`src/rtl/bpss_xfer_seq_if.sv`:
```
// Bypass-descriptor bus for bpss_xfer_seq: copy command in, read/write
// descriptor requests out, read/write completions in.
// master = sequencer side, slave = host/command side.
interface bpss_xfer_seq_if #(
    parameter int unsigned VADDR_BITS = 48,
    parameter int unsigned LEN_BITS   = 28
);
    logic                  cmd_valid;
    logic                  cmd_ready;
    logic [VADDR_BITS-1:0] cmd_rd_vaddr;
    logic [VADDR_BITS-1:0] cmd_wr_vaddr;
    logic [LEN_BITS-1:0]   cmd_len;

    logic                  rd_req_valid;
    logic                  rd_req_ready;
    logic [VADDR_BITS-1:0] rd_req_vaddr;
    logic [LEN_BITS-1:0]   rd_req_len;
    logic                  rd_req_last;

    logic                  wr_req_valid;
    logic                  wr_req_ready;
    logic [VADDR_BITS-1:0] wr_req_vaddr;
    logic [LEN_BITS-1:0]   wr_req_len;
    logic                  wr_req_last;

    logic                  rd_done_valid;
    logic                  rd_done_ready;
    logic                  wr_done_valid;
    logic                  wr_done_ready;

    modport master (
        input  cmd_valid, cmd_rd_vaddr, cmd_wr_vaddr, cmd_len,
        output cmd_ready,
        output rd_req_valid, rd_req_vaddr, rd_req_len, rd_req_last,
        input  rd_req_ready,
        output wr_req_valid, wr_req_vaddr, wr_req_len, wr_req_last,
        input  wr_req_ready,
        input  rd_done_valid, wr_done_valid,
        output rd_done_ready, wr_done_ready
    );

    modport slave (
        output cmd_valid, cmd_rd_vaddr, cmd_wr_vaddr, cmd_len,
        input  cmd_ready,
        input  rd_req_valid, rd_req_vaddr, rd_req_len, rd_req_last,
        output rd_req_ready,
        input  wr_req_valid, wr_req_vaddr, wr_req_len, wr_req_last,
        output wr_req_ready,
        output rd_done_valid, wr_done_valid,
        input  rd_done_ready, wr_done_ready
    );
endinterface

```
`src/rtl/bpss_xfer_seq.sv`:
```
// Copy-command sequencer for the descriptor bypass interface.
// Splits one command into CHUNK_BYTES-sized read and write descriptors,
// tracks outstanding completions per direction and pulses cmpl at the end.
// Optional macro BPSS_SEQ_STATS_EN enables the busy-cycle counter on
// stat_cycles; without it stat_cycles is tied to zero.
module bpss_xfer_seq #(
    parameter int unsigned VADDR_BITS      = 48,
    parameter int unsigned LEN_BITS        = 28,
    parameter int unsigned CHUNK_BYTES     = 4096,
    parameter int unsigned MAX_OUTSTANDING = 8
) (
    input  logic                  aclk,
    input  logic                  aresetn,
    bpss_xfer_seq_if.master       bus,
    output logic                  busy,
    output logic                  cmpl,
    output logic                  err,
    output logic [31:0]           stat_cycles
);
    localparam int unsigned        CNT_W     = $clog2(MAX_OUTSTANDING) + 1;
    localparam logic [LEN_BITS-1:0] CHUNK_LEN = LEN_BITS'(CHUNK_BYTES);
    localparam logic [CNT_W-1:0]   MAX_OUT   = CNT_W'(MAX_OUTSTANDING);

    typedef enum logic [1:0] {
        ST_IDLE,
        ST_ISSUE,
        ST_DRAIN,
        ST_CMPL
    } state_t;

    state_t                r_state;
    logic                  r_cmd_ready;
    logic                  r_busy;
    logic                  r_cmpl;
    logic                  r_err;

    // r_*_vaddr / r_*_rem always describe the next descriptor to issue,
    // so the presented request is simply a view of these registers.
    logic [VADDR_BITS-1:0] r_rd_vaddr,  r_wr_vaddr;
    logic [LEN_BITS-1:0]   r_rd_rem,    r_wr_rem;
    logic [LEN_BITS-1:0]   r_rd_len,    r_wr_len;
    logic                  r_rd_last,   r_wr_last;
    logic                  r_rd_valid,  r_wr_valid;
    logic [CNT_W-1:0]      r_rd_out,    r_wr_out;

    logic                  w_accept;
    logic                  w_rd_hs,     w_wr_hs;
    logic                  w_rd_done,   w_wr_done;
    logic                  w_spurious;
    logic [VADDR_BITS-1:0] w_rd_vaddr_nx, w_wr_vaddr_nx;
    logic [LEN_BITS-1:0]   w_rd_rem_nx,   w_wr_rem_nx;
    logic [CNT_W-1:0]      w_rd_out_nx,   w_wr_out_nx;

    function automatic logic [LEN_BITS-1:0] chunk_of(input logic [LEN_BITS-1:0] rem);
        return (rem > CHUNK_LEN) ? CHUNK_LEN : rem;
    endfunction

    assign w_accept   = bus.cmd_valid & r_cmd_ready;
    assign w_rd_hs    = r_rd_valid & bus.rd_req_ready;
    assign w_wr_hs    = r_wr_valid & bus.wr_req_ready;
    // A completion with nothing outstanding is dropped and only flags err.
    assign w_rd_done  = bus.rd_done_valid & (r_rd_out != '0);
    assign w_wr_done  = bus.wr_done_valid & (r_wr_out != '0);
    assign w_spurious = (bus.rd_done_valid & (r_rd_out == '0)) |
                        (bus.wr_done_valid & (r_wr_out == '0));

    // Read side: next descriptor position and outstanding count
    always_comb begin
        w_rd_vaddr_nx = r_rd_vaddr;
        w_rd_rem_nx   = r_rd_rem;
        if (w_accept) begin
            w_rd_vaddr_nx = bus.cmd_rd_vaddr;
            w_rd_rem_nx   = bus.cmd_len;
        end else if (w_rd_hs) begin
            w_rd_vaddr_nx = r_rd_vaddr + VADDR_BITS'(r_rd_len);
            w_rd_rem_nx   = r_rd_rem - r_rd_len;
        end
        w_rd_out_nx = r_rd_out + CNT_W'(w_rd_hs) - CNT_W'(w_rd_done);
    end

    // Write side: next descriptor position and outstanding count
    always_comb begin
        w_wr_vaddr_nx = r_wr_vaddr;
        w_wr_rem_nx   = r_wr_rem;
        if (w_accept) begin
            w_wr_vaddr_nx = bus.cmd_wr_vaddr;
            w_wr_rem_nx   = bus.cmd_len;
        end else if (w_wr_hs) begin
            w_wr_vaddr_nx = r_wr_vaddr + VADDR_BITS'(r_wr_len);
            w_wr_rem_nx   = r_wr_rem - r_wr_len;
        end
        w_wr_out_nx = r_wr_out + CNT_W'(w_wr_hs) - CNT_W'(w_wr_done);
    end

    // Descriptor registers: valid/len/last are precomputed from the next
    // position, so they hold steady while a request waits for ready.
    always_ff @(posedge aclk or negedge aresetn) begin
        if (!aresetn) begin
            r_rd_vaddr <= '0;
            r_rd_rem   <= '0;
            r_rd_len   <= '0;
            r_rd_last  <= 1'b0;
            r_rd_valid <= 1'b0;
            r_rd_out   <= '0;
            r_wr_vaddr <= '0;
            r_wr_rem   <= '0;
            r_wr_len   <= '0;
            r_wr_last  <= 1'b0;
            r_wr_valid <= 1'b0;
            r_wr_out   <= '0;
            r_err      <= 1'b0;
        end else begin
            r_rd_vaddr <= w_rd_vaddr_nx;
            r_rd_rem   <= w_rd_rem_nx;
            r_rd_len   <= chunk_of(w_rd_rem_nx);
            r_rd_last  <= (w_rd_rem_nx != '0) && (w_rd_rem_nx <= CHUNK_LEN);
            r_rd_valid <= (w_rd_rem_nx != '0) && (w_rd_out_nx < MAX_OUT);
            r_rd_out   <= w_rd_out_nx;
            r_wr_vaddr <= w_wr_vaddr_nx;
            r_wr_rem   <= w_wr_rem_nx;
            r_wr_len   <= chunk_of(w_wr_rem_nx);
            r_wr_last  <= (w_wr_rem_nx != '0) && (w_wr_rem_nx <= CHUNK_LEN);
            r_wr_valid <= (w_wr_rem_nx != '0) && (w_wr_out_nx < MAX_OUT);
            r_wr_out   <= w_wr_out_nx;
            if (w_spurious) begin
                r_err <= 1'b1;
            end
        end
    end

    // Control FSM with registered cmd_ready / busy / cmpl
    always_ff @(posedge aclk or negedge aresetn) begin
        if (!aresetn) begin
            r_state     <= ST_IDLE;
            r_cmd_ready <= 1'b0;
            r_busy      <= 1'b0;
            r_cmpl      <= 1'b0;
        end else begin
            r_cmpl <= 1'b0;
            case (r_state)
                ST_IDLE: begin
                    if (w_accept) begin
                        r_cmd_ready <= 1'b0;
                        if (bus.cmd_len != '0) begin
                            r_state <= ST_ISSUE;
                            r_busy  <= 1'b1;
                        end else begin
                            r_state <= ST_CMPL;
                            r_cmpl  <= 1'b1;
                        end
                    end else begin
                        r_cmd_ready <= 1'b1;
                    end
                end
                ST_ISSUE: begin
                    if ((w_rd_rem_nx == '0) && (w_wr_rem_nx == '0)) begin
                        r_state <= ST_DRAIN;
                    end
                end
                ST_DRAIN: begin
                    if ((w_rd_out_nx == '0) && (w_wr_out_nx == '0)) begin
                        r_state <= ST_CMPL;
                        r_busy  <= 1'b0;
                        r_cmpl  <= 1'b1;
                    end
                end
                ST_CMPL: begin
                    r_state     <= ST_IDLE;
                    r_cmd_ready <= 1'b1;
                end
                default: begin
                    r_state     <= ST_IDLE;
                    r_cmd_ready <= 1'b0;
                    r_busy      <= 1'b0;
                end
            endcase
        end
    end

`ifdef BPSS_SEQ_STATS_EN
    logic [31:0] r_stat_cycles;

    // Busy-cycle counter, restarted by each accepted command, saturating
    always_ff @(posedge aclk or negedge aresetn) begin
        if (!aresetn) begin
            r_stat_cycles <= '0;
        end else if (w_accept) begin
            r_stat_cycles <= '0;
        end else if (r_busy && (r_stat_cycles != '1)) begin
            r_stat_cycles <= r_stat_cycles + 32'd1;
        end
    end

    assign stat_cycles = r_stat_cycles;
`else
    assign stat_cycles = '0;
`endif

    assign bus.cmd_ready     = r_cmd_ready;
    assign bus.rd_req_valid  = r_rd_valid;
    assign bus.rd_req_vaddr  = r_rd_vaddr;
    assign bus.rd_req_len    = r_rd_len;
    assign bus.rd_req_last   = r_rd_last;
    assign bus.wr_req_valid  = r_wr_valid;
    assign bus.wr_req_vaddr  = r_wr_vaddr;
    assign bus.wr_req_len    = r_wr_len;
    assign bus.wr_req_last   = r_wr_last;
    assign bus.rd_done_ready = 1'b1;
    assign bus.wr_done_ready = 1'b1;
    assign busy              = r_busy;
    assign cmpl              = r_cmpl;
    assign err               = r_err;
endmodule

```
`src/flat_wrapper.sv`:
```
// flat-port wrapper written by rule: the top's interface ports become plain ports
module bpss_xfer_seq_flat 
#(
    parameter int unsigned VADDR_BITS      = 48,
    parameter int unsigned LEN_BITS        = 28,
    parameter int unsigned CHUNK_BYTES     = 4096,
    parameter int unsigned MAX_OUTSTANDING = 8
)
  (aclk, aresetn, busy, cmpl, err, stat_cycles, bus_cmd_valid, bus_cmd_rd_vaddr, bus_cmd_wr_vaddr, bus_cmd_len, bus_cmd_ready, bus_rd_req_valid, bus_rd_req_vaddr, bus_rd_req_len, bus_rd_req_last, bus_rd_req_ready, bus_wr_req_valid, bus_wr_req_vaddr, bus_wr_req_len, bus_wr_req_last, bus_wr_req_ready, bus_rd_done_valid, bus_wr_done_valid, bus_rd_done_ready, bus_wr_done_ready);
  bpss_xfer_seq_if #(.VADDR_BITS(VADDR_BITS), .LEN_BITS(LEN_BITS)) bus_i ();
  input  logic aclk;
  input  logic aresetn;
  output logic busy;
  output logic cmpl;
  output logic err;
  output logic [31:0] stat_cycles;
  input wire logic [$bits(bus_i.cmd_valid)-1:0] bus_cmd_valid;
  input wire logic [$bits(bus_i.cmd_rd_vaddr)-1:0] bus_cmd_rd_vaddr;
  input wire logic [$bits(bus_i.cmd_wr_vaddr)-1:0] bus_cmd_wr_vaddr;
  input wire logic [$bits(bus_i.cmd_len)-1:0] bus_cmd_len;
  output wire logic [$bits(bus_i.cmd_ready)-1:0] bus_cmd_ready;
  output wire logic [$bits(bus_i.rd_req_valid)-1:0] bus_rd_req_valid;
  output wire logic [$bits(bus_i.rd_req_vaddr)-1:0] bus_rd_req_vaddr;
  output wire logic [$bits(bus_i.rd_req_len)-1:0] bus_rd_req_len;
  output wire logic [$bits(bus_i.rd_req_last)-1:0] bus_rd_req_last;
  input wire logic [$bits(bus_i.rd_req_ready)-1:0] bus_rd_req_ready;
  output wire logic [$bits(bus_i.wr_req_valid)-1:0] bus_wr_req_valid;
  output wire logic [$bits(bus_i.wr_req_vaddr)-1:0] bus_wr_req_vaddr;
  output wire logic [$bits(bus_i.wr_req_len)-1:0] bus_wr_req_len;
  output wire logic [$bits(bus_i.wr_req_last)-1:0] bus_wr_req_last;
  input wire logic [$bits(bus_i.wr_req_ready)-1:0] bus_wr_req_ready;
  input wire logic [$bits(bus_i.rd_done_valid)-1:0] bus_rd_done_valid;
  input wire logic [$bits(bus_i.wr_done_valid)-1:0] bus_wr_done_valid;
  output wire logic [$bits(bus_i.rd_done_ready)-1:0] bus_rd_done_ready;
  output wire logic [$bits(bus_i.wr_done_ready)-1:0] bus_wr_done_ready;
  assign bus_i.cmd_valid = bus_cmd_valid;
  assign bus_i.cmd_rd_vaddr = bus_cmd_rd_vaddr;
  assign bus_i.cmd_wr_vaddr = bus_cmd_wr_vaddr;
  assign bus_i.cmd_len = bus_cmd_len;
  assign bus_cmd_ready = bus_i.cmd_ready;
  assign bus_rd_req_valid = bus_i.rd_req_valid;
  assign bus_rd_req_vaddr = bus_i.rd_req_vaddr;
  assign bus_rd_req_len = bus_i.rd_req_len;
  assign bus_rd_req_last = bus_i.rd_req_last;
  assign bus_i.rd_req_ready = bus_rd_req_ready;
  assign bus_wr_req_valid = bus_i.wr_req_valid;
  assign bus_wr_req_vaddr = bus_i.wr_req_vaddr;
  assign bus_wr_req_len = bus_i.wr_req_len;
  assign bus_wr_req_last = bus_i.wr_req_last;
  assign bus_i.wr_req_ready = bus_wr_req_ready;
  assign bus_i.rd_done_valid = bus_rd_done_valid;
  assign bus_i.wr_done_valid = bus_wr_done_valid;
  assign bus_rd_done_ready = bus_i.rd_done_ready;
  assign bus_wr_done_ready = bus_i.wr_done_ready;
  bpss_xfer_seq #(.VADDR_BITS(VADDR_BITS), .LEN_BITS(LEN_BITS), .CHUNK_BYTES(CHUNK_BYTES), .MAX_OUTSTANDING(MAX_OUTSTANDING)) u_core (.aclk(aclk), .aresetn(aresetn), .bus(bus_i), .busy(busy), .cmpl(cmpl), .err(err), .stat_cycles(stat_cycles));
endmodule
```
`config.mk`:
```
export PLATFORM = sky130hd
export DESIGN_NAME = bpss_xfer_seq_flat
export DESIGN_NICKNAME = d
export VERILOG_FILES = /design/src/rtl/bpss_xfer_seq_if.sv /design/src/rtl/bpss_xfer_seq.sv /design/src/flat_wrapper.sv
export SDC_FILE = /design/constraint.sdc
export NUM_CORES = 1
export LEC_CHECK = 0
export CAP_MARGIN = 0
export CELL_PAD_IN_SITES_DETAIL_PLACEMENT = 0
export CELL_PAD_IN_SITES_GLOBAL_PLACEMENT = 1
export CORE_ASPECT_RATIO = 1.2
export CORE_UTILIZATION = 35
export CTS_CLUSTER_DIAMETER = 200
export DETAILED_ROUTE_END_ITERATION = 7
export HOLD_SLACK_MARGIN = 0.06
export PLACE_DENSITY_LB_ADDON = 0.1
export SLEW_MARGIN = 20
export SYNTH_ARGS = -nofsm -noshare
export SYNTH_HDL_FRONTEND = slang
export SYNTH_SLANG_ARGS = --single-unit
```
`constraint.sdc`:
```
create_clock -name aclk -period 3.83 [get_ports aclk]
set_input_delay 0.766 -clock aclk [delete_from_list [all_inputs] [get_ports aclk]]
set_output_delay 0.766 -clock aclk [all_outputs]
set_load 0.01 [all_outputs]
```
==> reports/metrics.cfg <==
[status]
status=finished, final reports clean

[floorplanning]
floorplan.core_area_mm2=0.04488
fp.dieH_um=235.8
boundaryPins=325
die_x_um=196.8
initial_utilization=0.3552
design.die.area_mm2=0.04641
num_rows=85

[logic_synthesis]
yosys_warnings=0
netlist.top_cell.by_area=sky130_fd_sc_hd__dfrtp_1
seq_area_frac_synth=0.3548
syn_inst=1886
synthesis.area_mm2=0.01594
avgSynthCellArea_um2=8.452
postSynthRegisterBits=226
post_synth_num_cell_types=95
synthArstFlopShare=1.000
synth-edff-count=0
netlist.area_leader.share=0.3548
synth_ff_type=sky130_fd_sc_hd__dfrtp_1
synth_area_leaders=sky130_fd_sc_hd__dfrtp_1 (35%), sky130_fd_sc_hd__ha_1 (9.7%), sky130_fd_sc_hd__a21oi_1 (5.4%), sky130_fd_sc_hd__nand2_1 (5.0%), sky130_fd_sc_hd__o21ai_0 (4.6%)

[finish]
post-route-util=0.5055
fraction_of_final_layout_cells_sized_beyond_drive_strength_1=0.1721
layout.cells.most_common_list=sky130_fd_sc_hd__clkdlybuf4s50_1 (289), sky130_fd_sc_hd__buf_4 (248), sky130_fd_sc_hd__dfrtp_1 (226)
num-fill-cells=4468
most_frequent_standard_cell_in_the_layout_excluding_fill_and_tap_cells=sky130_fd_sc_hd__clkdlybuf4s50_1
areaGrowthSynthToFinish_pct=42.32
final_net_count=2687
post_layout_nonfiller_instances=3057

[sta]
min_period_over_period=0.9952
worst_slew_pin_slew_ns=0.8478
max_slew_margin_vs_limit=0.4348
maxSlewViolCount=0
layout_min_cycle_time_ns=3.812
final.setup_skew_ns=0.008254
setup_viol_count_final=0
worst_hold_margin_ns=0.1203
grt_setup_unrepaired=yes
hold_viol=0
clock.fmax_ghz=0.2624

[critical_path]
worst_path_largest_cell_delay_ns=0.42
timing_worst_setup_path_type=flip-flop to flip-flop
timing.critical_path.max_delay_family=simple AND/OR/NAND/NOR gates
crit_path_cell_trace=ha_1, nor2b_4, o2111a_1, o31ai_2, buf_4, a21oi_2, or4_1, a21oi_2, o221ai_2, nor4_2, buf_4, nand4b_1, nor4_2, buf_4, a41oi_2, mux2_2
crit_top_cell=sky130_fd_sc_hd__buf_4
timing.reg2reg.worst_path_depth=16
regToRegSetupSlack_ns=0.02
cp_data_arrival_time_ns=4.27
worst_setup_path_end_kind=flip-flop
crit_required_ns=4.29
cp.depth=16
crit_fanout=4
worst_path_max_delay_cell=sky130_fd_sc_hd__or4_1
timing.critical_path.buf_inv=3
critical_path.startpoint_type=flip-flop

[clocking]
clk_latency_ns=0.58
ctsHtreeMaxLevel=1
clock-sinks=226
cts_buffers=29
ctsRootBufferMaster=sky130_fd_sc_hd__clkbuf_16
tritoncts=built
clk_transition_reported_paths_ns=0.06
clockBufferDepth=3

[routing]
drt-vias-per-instance=5.133
final_routed_wire_length_divided_by_cell_count_um=19.12
drt-initial-drc-count=639
postRouteAntennaNets=0
num_vias=15690
first_pass_iters=5
drcViolationCount=0
drt_wl_total_um=58450

[pwr]
power_w=0.01766
max-vdd-ir-drop_mv=0.4039
power.internal_w=0.01008
power.share.switching=0.4296
pwr-share-clk=0.160
comb_power_share=0.609
power_per_cell_area_mw_per_mm2=778.6
power.share.sequential=0.232
power.static_leakage_nw=10.06
switchingPower_w=0.007587

[grt]
grt_antenna_before_repair=2
maximum_number_of_pins_on_one_net_before_global_route_repair=97
number_of_global_route_vias_before_repair=15790
globalRoute.totalOverflow=0
grt_pass1_wl_um=88840
grt_util_all_layers=0.2463

[placement]
gp_congestion=0.8920
place_inst=2984
portBuffers=290
hpwlAfterDp_um=45440

[flow_run]
maxCapViolCount=0

[hold_path]
worst_min_delay_path_class=primary input to asynchronous set/reset pin

-- cell type report --
class,count,area [um^2],share of cell area
inverters,133,499.2,0.02201
repair buffers,549,4950,0.2182
diodes,2,5.005,0.0002206
clock inverters,10,128.9,0.005681
well taps,609,762.0,0.03359
multi-input cells,1487,9854,0.4344
clock buffers,41,830.8,0.03662
flip-flops and latches,226,5655,0.2493
-- cell usage after synthesis, types with 30 or more instances --
cell type	number
sky130_fd_sc_hd__dfrtp_1	226
sky130_fd_sc_hd__nand2_1	212
sky130_fd_sc_hd__a21oi_1	172
sky130_fd_sc_hd__nor2_1	167
sky130_fd_sc_hd__o21ai_0	147
sky130_fd_sc_hd__inv_1	133
sky130_fd_sc_hd__ha_1	124
sky130_fd_sc_hd__xnor2_1	61
sky130_fd_sc_hd__xor2_1	60
sky130_fd_sc_hd__clkbuf_1	43
sky130_fd_sc_hd__nand3_1	42
sky130_fd_sc_hd__a21o_1	41
sky130_fd_sc_hd__buf_4	35
sky130_fd_sc_hd__a31oi_1	30
sky130_fd_sc_hd__nor3_1	30
-- state kept, by name, summed over array words and instances (netlist names), 2 cells and up --
name / count
u_core.r_state: 2
u_core.bus.rd_req_vaddr: 48
u_core.bus.rd_req_len: 28
u_core.bus.wr_req_len: 28
u_core.r_rd_out: 4
u_core.r_wr_rem: 28
u_core.bus.wr_req_vaddr: 48
u_core.r_wr_out: 4
u_core.r_rd_rem: 28
-- final timing paths --
check	startpoint	endpoint
hold / removal	aresetn	u_core.r_rd_rem[23]
hold reg to reg	u_core.err	u_core.err
setup / recovery	u_core.r_wr_rem[1]	u_core.r_state[1]
max in group asynchronous	aresetn	u_core.r_rd_rem[17]
min in group aclk	u_core.err	u_core.err
setup reg to reg	u_core.r_wr_rem[1]	u_core.r_state[1]
-- routing by layer --
metal	track usage	routed length [um]	vias to the layer above
li1	-	-	7666
met1	0.2912	23800	7563
met2	0.4500	30230	367
met3	0.03460	2501	96
met4	0.08527	1914	0
met5	0	0	-
-- cell families after synthesis --
logic type,synth area share
xor+xnor,0.06648
fa+ha+maj,0.1049
compound gates,0.2247
flops,0.3548
mux,0.005181
buf+inv,0.06994
other cells,0.0004711
simple gates,0.1736
-- through the flow --
stage | area [um^2] | TNS (ns) | setup WS, ns
finish | 22690 | 0 | 0.01847
global route | 22690 | -0.7936 | -0.1362
floorplan | 16190 | 0 | 0.004130
global placement | 21100 | -1.775 | -0.3881
CTS | 22290 | -0.06359 | -0.04525
detailed placement | 21100 | -2.562 | -0.4249
-- power groups by stage --
stage	clock, W	combinational, W	sequential, W
floorplan	0	0.00588	0.00409
global placement	0	0.0101	0.00411
detailed placement	0	0.0102	0.00412
CTS	0.00289	0.0104	0.00409
global route	0.00299	0.0118	0.00420
finish	0.00282	0.0108	0.00409
-- timing repair --
| item | in CTS | in global routing |
|---|---|---|
| endpoints found under the setup margin | 30 | 54 |
| gates resized for setup | 30 | 84 |
| pin swaps | 23 | 51 |
| hold endpoints to repair | 0 | 0 |
| setup buffers | 16 | 7 |
| hold buffers | 0 | 0 |
(Power assumes the default switching activity.)
